File: src/rtl/karat_pkg.sv
`default_nettype none
// +------------------------------------------------------------------+
// | karat_pkg : shared width default and FSM state type for karat_div |
// | Revision  : 1.0                                                   |
// +------------------------------------------------------------------+
package karat_pkg;

  localparam int W_DEF = 16;

  typedef enum logic [1:0] {
    IDLE = 2'd0,
    RUN  = 2'd1,
    DONE = 2'd2
  } state_t;

endpackage
`default_nettype wire

File: src/rtl/karat_div_step.sv
`default_nettype none
// +------------------------------------------------------------------+
// | karat_div_step : one combinational restoring-division iteration    |
// | Revision       : 1.0                                               |
// +------------------------------------------------------------------+
module karat_div_step #(
  parameter int W = 16
) (
  input  logic [W-1:0] rem,
  input  logic         q_msb,
  input  logic [W-1:0] divisor,
  output logic [W-1:0] rem_next,
  output logic         q_bit
);

  logic [W:0] w_s;
  logic [W:0] w_t;

  // rem < divisor always holds, so a restored value never needs bit W.
  always_comb begin
    w_s      = {rem, q_msb};
    w_t      = w_s - {1'b0, divisor};
    q_bit    = ~w_t[W];
    rem_next = q_bit ? w_t[W-1:0] : w_s[W-1:0];
  end

endmodule
`default_nettype wire

File: src/rtl/karat_div.sv
`default_nettype none
// +------------------------------------------------------------------+
// | karat_div : sequential 2W/W restoring divider, valid/ready I/O     |
// | Revision  : 1.0                                                   |
// +------------------------------------------------------------------+
module karat_div
  import karat_pkg::*;
#(
  parameter int W = W_DEF
) (
  input  logic           clk,
  input  logic           rst_n,
  input  logic           in_valid,
  output logic           in_ready,
  input  logic [2*W-1:0] dividend,
  input  logic [W-1:0]   divisor,
  output logic           out_valid,
  input  logic           out_ready,
  output logic [W-1:0]   quotient,
  output logic [W-1:0]   remainder,
  output logic           div_zero,
  output logic           overflow
);

  localparam int             CNT_W    = $clog2(W);
  localparam logic [CNT_W-1:0] CNT_LAST = CNT_W'(W - 1);

  state_t           state_q, state_d;
  logic [CNT_W-1:0] cnt_q, cnt_d;
  logic [W-1:0]     rem_q, rem_d;
  logic [W-1:0]     q_q, q_d;
  logic [W-1:0]     divisor_q, divisor_d;
  logic [W-1:0]     quotient_q, quotient_d;
  logic [W-1:0]     remainder_q, remainder_d;
  logic             out_valid_q, out_valid_d;
  logic             in_ready_q, in_ready_d;
  logic             div_zero_q, div_zero_d;
  logic             overflow_q, overflow_d;

  logic [W-1:0]     w_dividend_hi;
  logic [W-1:0]     w_step_rem;
  logic             w_step_bit;

  assign w_dividend_hi = dividend[2*W-1:W];

  karat_div_step #(.W(W)) u_step (
    .rem      (rem_q),
    .q_msb    (q_q[W-1]),
    .divisor  (divisor_q),
    .rem_next (w_step_rem),
    .q_bit    (w_step_bit)
  );

  always_comb begin
    state_d     = state_q;
    cnt_d       = cnt_q;
    rem_d       = rem_q;
    q_d         = q_q;
    divisor_d   = divisor_q;
    quotient_d  = quotient_q;
    remainder_d = remainder_q;
    out_valid_d = out_valid_q;
    div_zero_d  = div_zero_q;
    overflow_d  = overflow_q;

    case (state_q)
      IDLE: begin
        if (in_valid && in_ready_q) begin
          divisor_d  = divisor;
          div_zero_d = 1'b0;
          overflow_d = 1'b0;
          if (divisor == '0) begin
            state_d     = DONE;
            div_zero_d  = 1'b1;
            quotient_d  = '0;
            remainder_d = '0;
          end else if (w_dividend_hi >= divisor) begin
            state_d     = DONE;
            overflow_d  = 1'b1;
            quotient_d  = '0;
            remainder_d = '0;
          end else begin
            state_d = RUN;
            rem_d   = w_dividend_hi;
            q_d     = dividend[W-1:0];
            cnt_d   = '0;
          end
        end
      end
      RUN: begin
        rem_d = w_step_rem;
        q_d   = {q_q[W-2:0], w_step_bit};
        cnt_d = cnt_q + 1'b1;
        if (cnt_q == CNT_LAST) begin
          state_d     = DONE;
          out_valid_d = 1'b1;
          quotient_d  = {q_q[W-2:0], w_step_bit};
          remainder_d = w_step_rem;
        end
      end
      DONE: begin
        // Error results enter DONE with out_valid low and raise it one edge later.
        if (out_valid_q && out_ready) begin
          state_d     = IDLE;
          out_valid_d = 1'b0;
        end else begin
          out_valid_d = 1'b1;
        end
      end
      default: state_d = IDLE;
    endcase

    in_ready_d = (state_d == IDLE);
  end

  always_ff @(posedge clk or negedge rst_n) begin
    if (!rst_n) begin
      state_q     <= IDLE;
      cnt_q       <= '0;
      rem_q       <= '0;
      q_q         <= '0;
      divisor_q   <= '0;
      quotient_q  <= '0;
      remainder_q <= '0;
      out_valid_q <= 1'b0;
      in_ready_q  <= 1'b0;
      div_zero_q  <= 1'b0;
      overflow_q  <= 1'b0;
    end else begin
      state_q     <= state_d;
      cnt_q       <= cnt_d;
      rem_q       <= rem_d;
      q_q         <= q_d;
      divisor_q   <= divisor_d;
      quotient_q  <= quotient_d;
      remainder_q <= remainder_d;
      out_valid_q <= out_valid_d;
      in_ready_q  <= in_ready_d;
      div_zero_q  <= div_zero_d;
      overflow_q  <= overflow_d;
    end
  end

  assign in_ready  = in_ready_q;
  assign out_valid = out_valid_q;
  assign quotient  = quotient_q;
  assign remainder = remainder_q;
  assign div_zero  = div_zero_q;
  assign overflow  = overflow_q;

endmodule
`default_nettype wire

File: config.mk
export PLATFORM = sky130hd
export DESIGN_NAME = karat_div
export DESIGN_NICKNAME = d
export VERILOG_FILES = /design/src/rtl/karat_pkg.sv /design/src/rtl/karat_div_step.sv /design/src/rtl/karat_div.sv
export SDC_FILE = /design/constraint.sdc
export NUM_CORES = 1
export LEC_CHECK = 0
export CAP_MARGIN = 20
export CELL_PAD_IN_SITES_DETAIL_PLACEMENT = 1
export CELL_PAD_IN_SITES_GLOBAL_PLACEMENT = 2
export CORE_ASPECT_RATIO = 0.8
export CORE_MARGIN = 2
export CORE_UTILIZATION = 31
export DETAILED_ROUTE_END_ITERATION = 10
export GPL_TIMING_DRIVEN = 1
export PLACE_DENSITY = 0.82
export SLEW_MARGIN = 20
export SYNTH_ARGS = -nofsm -noshare
export SYNTH_HDL_FRONTEND = slang
export SYNTH_HIERARCHICAL = 1
export SYNTH_SLANG_ARGS = --single-unit
export TNS_END_PERCENT = 10
File: constraint.sdc
create_clock -name clk -period 3.2 [get_ports clk]
set_input_delay 0.64 -clock clk [delete_from_list [all_inputs] [get_ports clk]]
set_output_delay 0.64 -clock clk [all_outputs]
set_load 0.05 [all_outputs]
Yosys cells after proc, flatten, opt, wreduce, memory -nomap -nowiden --
Index checks and enable logic that the tools add are counted.
Storage, ports and cells: input bits 52, logic and storage cells 66, output and inout port bits 36, register bits 90
Operators by class: equality and inequality tests 8, reduce and logical (&&, ||, !) cells 11, $add $sub $neg 2, mux-type cells 32, bitwise operators 1, $lt $le $gt $ge 1
Operators by type and width (count):
- two-way mux 16 bit | 12
- one-hot mux 16 bit (2 select lines) | 4
- subtractor 17 x 16 -> 17 bit | 1
- >= comparator 16 bit | 1
- zero test 16 bit | 1
- two-way mux 4 bit | 3
- two-way mux 2 bit | 5
- inequality test 2 bit, second input constant | 4
- one-hot mux 4 bit (2 select lines) | 1
- AND reduction 4 bit | 2
- one-hot mux 2 bit (3 select lines) | 1
- two-way mux 1 bit | 5
- adder 4 x 1 -> 4 bit, second input constant | 1
- equality test 4 bit, second input constant | 1
- zero test 2 bit | 2
- AND reduction 2 bit | 2
- nonzero test 2 bit | 2
- inequality test 3 bit, second input constant | 1
- equality test 2 x 1 -> 1 bit, second input constant | 1
- equality test 2 bit, second input constant | 1
- logical AND 1 bit | 2
- one-hot mux 1 bit (2 select lines) | 1
- inverter 1 bit | 1

Longest topological paths before layout --
Gate-level depths: netlist (run 1).
depth in word-level cells 6, depth in mapped cells 14, gate-level depth less buffers 13

Hierarchy --
The synthesis (run 1) kept the hierarchy.
Modules (own cells, without submodules):
- karat_div | cells an instance 409, instances 1, sequential area each 2252.2 sq um, area an instance 4400.5 sq um
- karat_div_step | cells an instance 128, instances 1, sequential area each 0.0 sq um, area an instance 1009.7 sq um

Least setup slack after synthesis (run 1) --
No wires, ideal clock.
path type register to register, from register q_q[15], to register rem_q[14], cell stages (with the launch flop) 14, path slack -0.195 ns, period minus slack after synthesis 3.395 ns, required time 3.072 ns, setup time 0.128 ns, arrival time 3.268 ns, buffers on the path 1, cell sequence dfrtp_1 inv_1 ha_1 fa_1 nor2b_1 o31a_1 o41a_1 and4_4 a311oi_2 xnor2_2 buf_6 mux2_4 mux2_2 mux2_1
On the way: word-level cells in the longest chain between the ends 3
RTL lines:
- start, declared | line karat_div.sv:31 | logic [W-1:0] q_q, q_d;
- start signal, assigned | line karat_div.sv:133 | q_q <= q_d;
- subtractor 17 x 16 -> 17 bit | line karat_div_step.sv:22 | w_t = w_s - {1'b0, divisor};
- two-way mux 16 bit | line karat_div_step.sv:24 | rem_next = q_bit ? w_t[W-1:0] : w_s[W-1:0];
- via w_step_rem[14] | line karat_div.sv:41 | logic [W-1:0] w_step_rem;
- one-hot mux 16 bit (2 select lines) | line karat_div.sv:66 | case (state_q)
- end signal, assigned | line karat_div.sv:132 | rem_q <= rem_d;
- end, declared | line karat_div.sv:30 | logic [W-1:0] rem_q, rem_d;
The timed path passes the listed nets, and every way through them passes these cells. A chain may end at the register's enable or synchronous reset.

Final worst setup path (run 1) --
Ends and elaborated chain as after synthesis.

==> results of run 1 <==
==> synth_stat cells (4+ instances only) <==
library cell,count,area (um^2)
o21ai_1,4,20.0
xnor2_1,8,70.1
nor4_1,4,25.0
nor2_1,12,45.0
a21o_1,4,30.0
clkbuf_1,15,56.3
a22oi_1,15,113
a221o_1,28,280
nand2b_1,6,37.5
mux2_2,11,124
o21ai_0,53,265
ha_1,33,413
a21oi_1,17,85.1
dfrtp_1,90,2250
buf_6,8,90.1
mux2_4,8,120
xor2_1,6,52.6
nand3_1,8,40.0
and3_1,6,37.5
nand2_1,64,240
mux2i_1,16,160
and2_1,30,188
inv_1,37,139
==> state kept, by name, summed over array words and instances, names as in the netlist <==
register / count
q_q: 16
div_zero: 1
remainder: 16
out_valid: 1
rem_q: 16
state_q: 2
quotient: 16
divisor_q: 16
cnt_q: 4
in_ready: 1
overflow: 1
==> routing by layer <==
layer | track usage | share of wire
met5 | 0 | 0
met4 | 0.0457 | 0.017
met3 | 0.0401 | 0.036
met2 | 0.309 | 0.47
met1 | 0.267 | 0.48
==> cell type report <==
type                    count  area [um^2]
inverters                  37          139
well taps                 225          282
repair buffers            132         1240
flip-flops and latches     90         2250
multi-input cells         384         2980
clock inverters             6         47.5
clock buffers              10          229
fillers                  1963        10000
==> metrics by stage <==
stage               worst slack (ps)  setup TNS (ps)  total power, mW
global route                    -224           -4150             10.1
global placement                -157           -3500             7.56
CTS                             -192           -2960             9.07
detailed placement              -214           -5120             7.77
floorplan                       -129            -237             6.03
finish                          -124            -952             9.44
==> where the power goes <==
| group | internal, mW | switching, mW | total, mW | leakage (nW) |
|---|---|---|---|---|
| Combinational | 2.98 | 3.33 | 6.31 | 2.00 |
| Sequential | 1.67 | 0.440 | 2.11 | 1.13 |
| Clock | 0.537 | 0.483 | 1.02 | 0.134 |
==> timing repair <==
item                                    4_1_cts  5_1_grt
hold buffers                                  0        0
endpoints found under the setup margin       30       32
buffers inserted                              1        5
gates resized for setup                      21       28
endpoints found under the hold margin         0        0
pin swaps                                     4        3
==> cell families after synthesis <==
kind of cell	Yosys count
multiplexers	36
XOR/XNOR	15
buffers and inverters	63
flip-flops	90
AND/OR/NAND/NOR	146
AO/OA/AOI/OAI	153
adder cells (fa/ha/maj)	34
==> worst max-delay path: cells and delay by family, from the launching register on <==
kind            cells  cell delay (ps)
compound gates      3              960
xor+xnor            1              220
fa+ha+maj           2              340
buf+inv             2              230
flops               1              380
mux                 3              830
simple gates        2              250
==> worst paths after layout <==
check	from	endpoint	slack (ps)	cells after the start
worst min-delay path	rst_n	q_q[8]	320	1
worst max-delay path	q_q[15]	rem_q[14]	-120	13
worst min register to register	div_zero	div_zero	480	2
min in group clk	div_zero	div_zero	480	2
max in group asynchronous	rst_n	rem_q[7]	2100	2
worst max register to register	q_q[15]	rem_q[14]	-120	13
==> impl_metrics.ini, run 1 <==
[floorplanning]
core_mm2 = 0.0172
start_util = 0.314
ios = 88
rows = 43
dieArea_mm2 = 0.0185
die_y_um = 122
die_w_um = 152

[finish]
layout_commonest_cell = dfrtp_1
antenna_cells = 0
fin_cells = 884
final_util = 0.416
final_cell_mix = 90 x dfrtp_1, 86 x clkdlybuf4s50_1, 64 x nand2_1
syn2layout_area_growth_pct = 32.5
nNetsFinal = 740
drive_gt1_frac = 0.176
post-route-cell-area_mm2 = 0.00717

[placement]
placed_area_mm2 = 0.00671
place_inst = 862
gp_congestion = 0.881
io_buffers = 87
place_hpwl_um = 13000

[sta]
tightest_slew_ps = 770
period_share = 1.04
clock_skew_ps = 10.9
timing.final.hold_violations = 0
finalSetupViolations = 19
rsz0062_at_grt = yes
slew_violations = 0
hold_slack_ps = 322
slew_headroom = 0.486
fmax_mhz = 301
layout_setup_ws_ps = -124
finalCriticalPeriod_ps = 3320

[synth]
synth_fa_ha_area_frac = 0.0800
seq_area_frac_synth = 0.416
synthArstFlopShare = 1.00
synth_area_mm2 = 0.00541
synth_cell_types = 56
yosysWarnings = 6
synthXorXnorAreaFrac = 0.0257
syn-num-nets = 623
synth_top_family_by_area = compound AO/OA/AOI/OAI gates
synthSimpleGateAreaFrac = 0.140
ys_ff_latch = 90
synth_ff_type = dfrtp_1
syn_avg_cell_area_um2 = 10.1
synth_mux_area_frac = 0.0768
netlist_instances = 537
synth-compound-area-share = 0.205
synth_edf_count = 0

[setup_path]
path_class = reg2reg
endpoint_kind = register
cp_slowest_cell = dfrtp_1
required_ps = 3440
path_max_fanout = 6
cp-start-kind = register
path_cells = inv_2 -> ha_4 -> fa_2 -> nor2b_2 -> o31a_1 -> o41a_1 -> and4_4 -> a311oi_4 -> xnor2_4 -> buf_6 -> mux2_4 -> mux2_4 -> mux2_4
crit_path_max_incr_delay_ps = 380
cp.arrival_ps = 3560
critPathMostFrequentCell = mux2_4

[detailed_routing]
totalWireLength_um = 17100
dr.pass1.iters = 4
routedWlPerCell_um = 19.3
initialDrtViolationCount = 257
drc = 0
detail-route-antenna-nets = 0
via_per_inst = 5.20
route.vias.total = 4600

[global_route]
grt_start_max_net_pins = 51
grt_pass1_wl_um = 27500
grtUsageTotal = 0.193
grt_pass1_vias = 5033
antenna_found_initial = 0
overflow = 0

[clocking]
h-tree-depth = 3
cts_made_buffers = 9
clock-sinks = 90
cts_tree = done
max-clock-path-buffers = 2
clock-root-buffer = clkbuf_16
cts.reportedPaths.clkPinSlew_ps = 70
insertion_delay_ps = 350

[power_and_ir_drop]
power_density_mw_per_mm2 = 1320
p_leak_nw = 3.26
ir_drop_uv = 583

[status]
status = complete, but fails checks
violations = negative setup slack

[min_path]
min_path_type = in2async

[run]
cap_violations = 0
No activity file was read; power rests on OpenSTA's default activity.
==> run 2, diff against run 1 <==
--- a/config.mk
+++ b/config.mk
@@ -5,12 +5,10 @@
 export SDC_FILE = /design/constraint.sdc
 export NUM_CORES = 1
 export LEC_CHECK = 0
-export CAP_MARGIN = 20
-export CELL_PAD_IN_SITES_DETAIL_PLACEMENT = 1
-export CELL_PAD_IN_SITES_GLOBAL_PLACEMENT = 2
+export CAP_MARGIN = 10
 export CORE_ASPECT_RATIO = 0.8
 export CORE_MARGIN = 2
-export CORE_UTILIZATION = 31
+export CORE_UTILIZATION = 49
 export DETAILED_ROUTE_END_ITERATION = 10
 export GPL_TIMING_DRIVEN = 1
 export PLACE_DENSITY = 0.82
==> run 2 against run 1 <==
The flow still finishes with violations (negative setup slack). Critical path depth stayed put. Largest power group unchanged. Worst hold slack worse by 12 ps. Count of clock-buffer cells in the layout stayed put. Largest cell class unchanged.
==> impl_metrics.ini, run 2 (synthesis results as in run 1) <==
[clocking]
h-tree-depth = 3
clock-root-buffer = clkbuf_16
cts_tree = done
max-clock-path-buffers = 2
insertion_delay_ps = 350
cts_made_buffers = 9
cts.reportedPaths.clkPinSlew_ps = 70
ctsHoldBuffers = 0
clock-sinks = 90

[detailed_routing]
initialDrtViolationCount = 485
drc = 0
route.vias.total = 4683
via_per_inst = 5.89
dr.pass1.iters = 5
totalWireLength_um = 15000
detail-route-antenna-nets = 0
routedWlPerCell_um = 18.9

[setup_path]
path_class = reg2reg
crit_path_start = q_q[15]
rrSetupSlack_ps = -110
endpoint_kind = register
path_cells = inv_2 -> ha_4 -> fa_2 -> nor2b_2 -> o31a_1 -> o41a_1 -> and4_4 -> a311oi_4 -> xnor2_4 -> buf_6 -> mux2_4 -> and2_4 -> a221o_1
timing.rr.start = q_q[15]
cp.arrival_ps = 3530
cp-start-kind = register
endpoint = rem_q[9]
worstReg2RegEnd = rem_q[9]
path_max_fanout = 6
cp_slowest_cell = dfrtp_1
cp.depth = 13
crit_family = compound AO/OA/AOI/OAI gates
reg2reg_depth = 13
crit_path_max_incr_delay_ps = 390
required_ps = 3420
cp.buffers_inverters = 2

[global_route]
grt_pass1_vias = 4660
overflow = 0
grt_pass1_wl_um = 24500
antenna_found_initial = 0
grt_start_max_net_pins = 50
grtUsageTotal = 0.262

[sta]
finalCriticalPeriod_ps = 3310
slew_violations = 0
period_share = 1.04
rsz0062_at_grt = yes
tightest_slew_ps = 761
clock_skew_ps = 7.83
timing.final.hold_violations = 0
hold_slack_ps = 310
fmax_mhz = 302
finalSetupViolations = 24
layout_setup_ws_ps = -114
setup_tns_ps = -1390
slew_headroom = 0.493

[power_and_ir_drop]
swShare = 0.451
power_density_mw_per_mm2 = 1310
ir_drop_uv = 715
internal_power_mw = 5.00
finalPower_mw = 9.10
p_sw_mw = 4.10
p_leak_nw = 3.19
pwr-share-clk = 0.109
power.share.combinational = 0.659
p_seq_frac = 0.232

[floorplanning]
ios = 88
core_mm2 = 0.0108
rows = 34
die_y_um = 98.0
dieArea_mm2 = 0.0119
start_util = 0.501
die_w_um = 121

[finish]
nNetsFinal = 732
final_cell_mix = 90 x dfrtp_1, 86 x clkdlybuf4s50_1, 64 x nand2_1
antenna_cells = 0
fillCellCount = 841
syn2layout_area_growth_pct = 28.7
drive_gt1_frac = 0.149
layout_commonest_cell = dfrtp_1

[placement]
gp_congestion = 0.938
io_buffers = 87
place_hpwl_um = 10900
dp_slack_ps = -197

[status]
violations = negative setup slack
status = complete, but fails checks

[min_path]
min_path_type = in2async

[run]
cap_violations = 0
-- run 2: metrics by stage --
stage | area [um^2] | util | std cells
finish | 6960 | 0.644 | 795
global route | 6960 | 0.644 | 795
CTS | 6900 | 0.639 | 791
detailed placement | 6570 | 0.608 | 772
global placement | 6570 | 0.608 | 772
floorplan | 5420 | - | 537
-- run 2: worst min path at each step --
stage / startpoint / to / slack, ps
after floorplan: rst_n / cnt_q[0] / 340
after global placement: div_zero / div_zero / 470
after detailed placement: div_zero / div_zero / 480
after CTS: rst_n / rem_q[2] / 340
after global routing: rst_n / q_q[4] / 360
final: rst_n / quotient[11] / 310
-- run 2: what timing repair did --
item                                    CTS  global route
gates cloned                              0             0
endpoints found under the setup margin   25            30
gates resized for setup                  17             9
pin swaps                                 1             2
buffers inserted                          3             4
-- run 2: power groups by stage --
stage	sequential, mW	clock [mW]	combinational (mW)
2_1_floorplan	2.72	0	3.31
3_3_place_gp	2.07	0	5.33
3_5_place_dp	2.09	0	5.55
4_1_cts	2.09	1.01	5.77
5_1_grt	2.17	1.05	6.42
6_report	2.11	0.992	6.00
-- run 2: per-layer routing --
metal	vias up	global-route usage	wire [um]
met1	2305	0.362	6690
met2	180	0.415	7100
met5	-	0	0
met3	29	0.0391	815
met4	0	0.105	412
li1	2169	-	-
-- run 2: cell type report --
type | count | area (um^2) | area share
inverter | 37 | 139 | 0.0199
timing repair buffer | 124 | 1190 | 0.171
tap | 144 | 180 | 0.0259
sequential | 90 | 2250 | 0.324
clock inverter | 6 | 42.5 | 0.00611
multi-input combinational | 384 | 2930 | 0.421
clock buffer | 10 | 229 | 0.0329
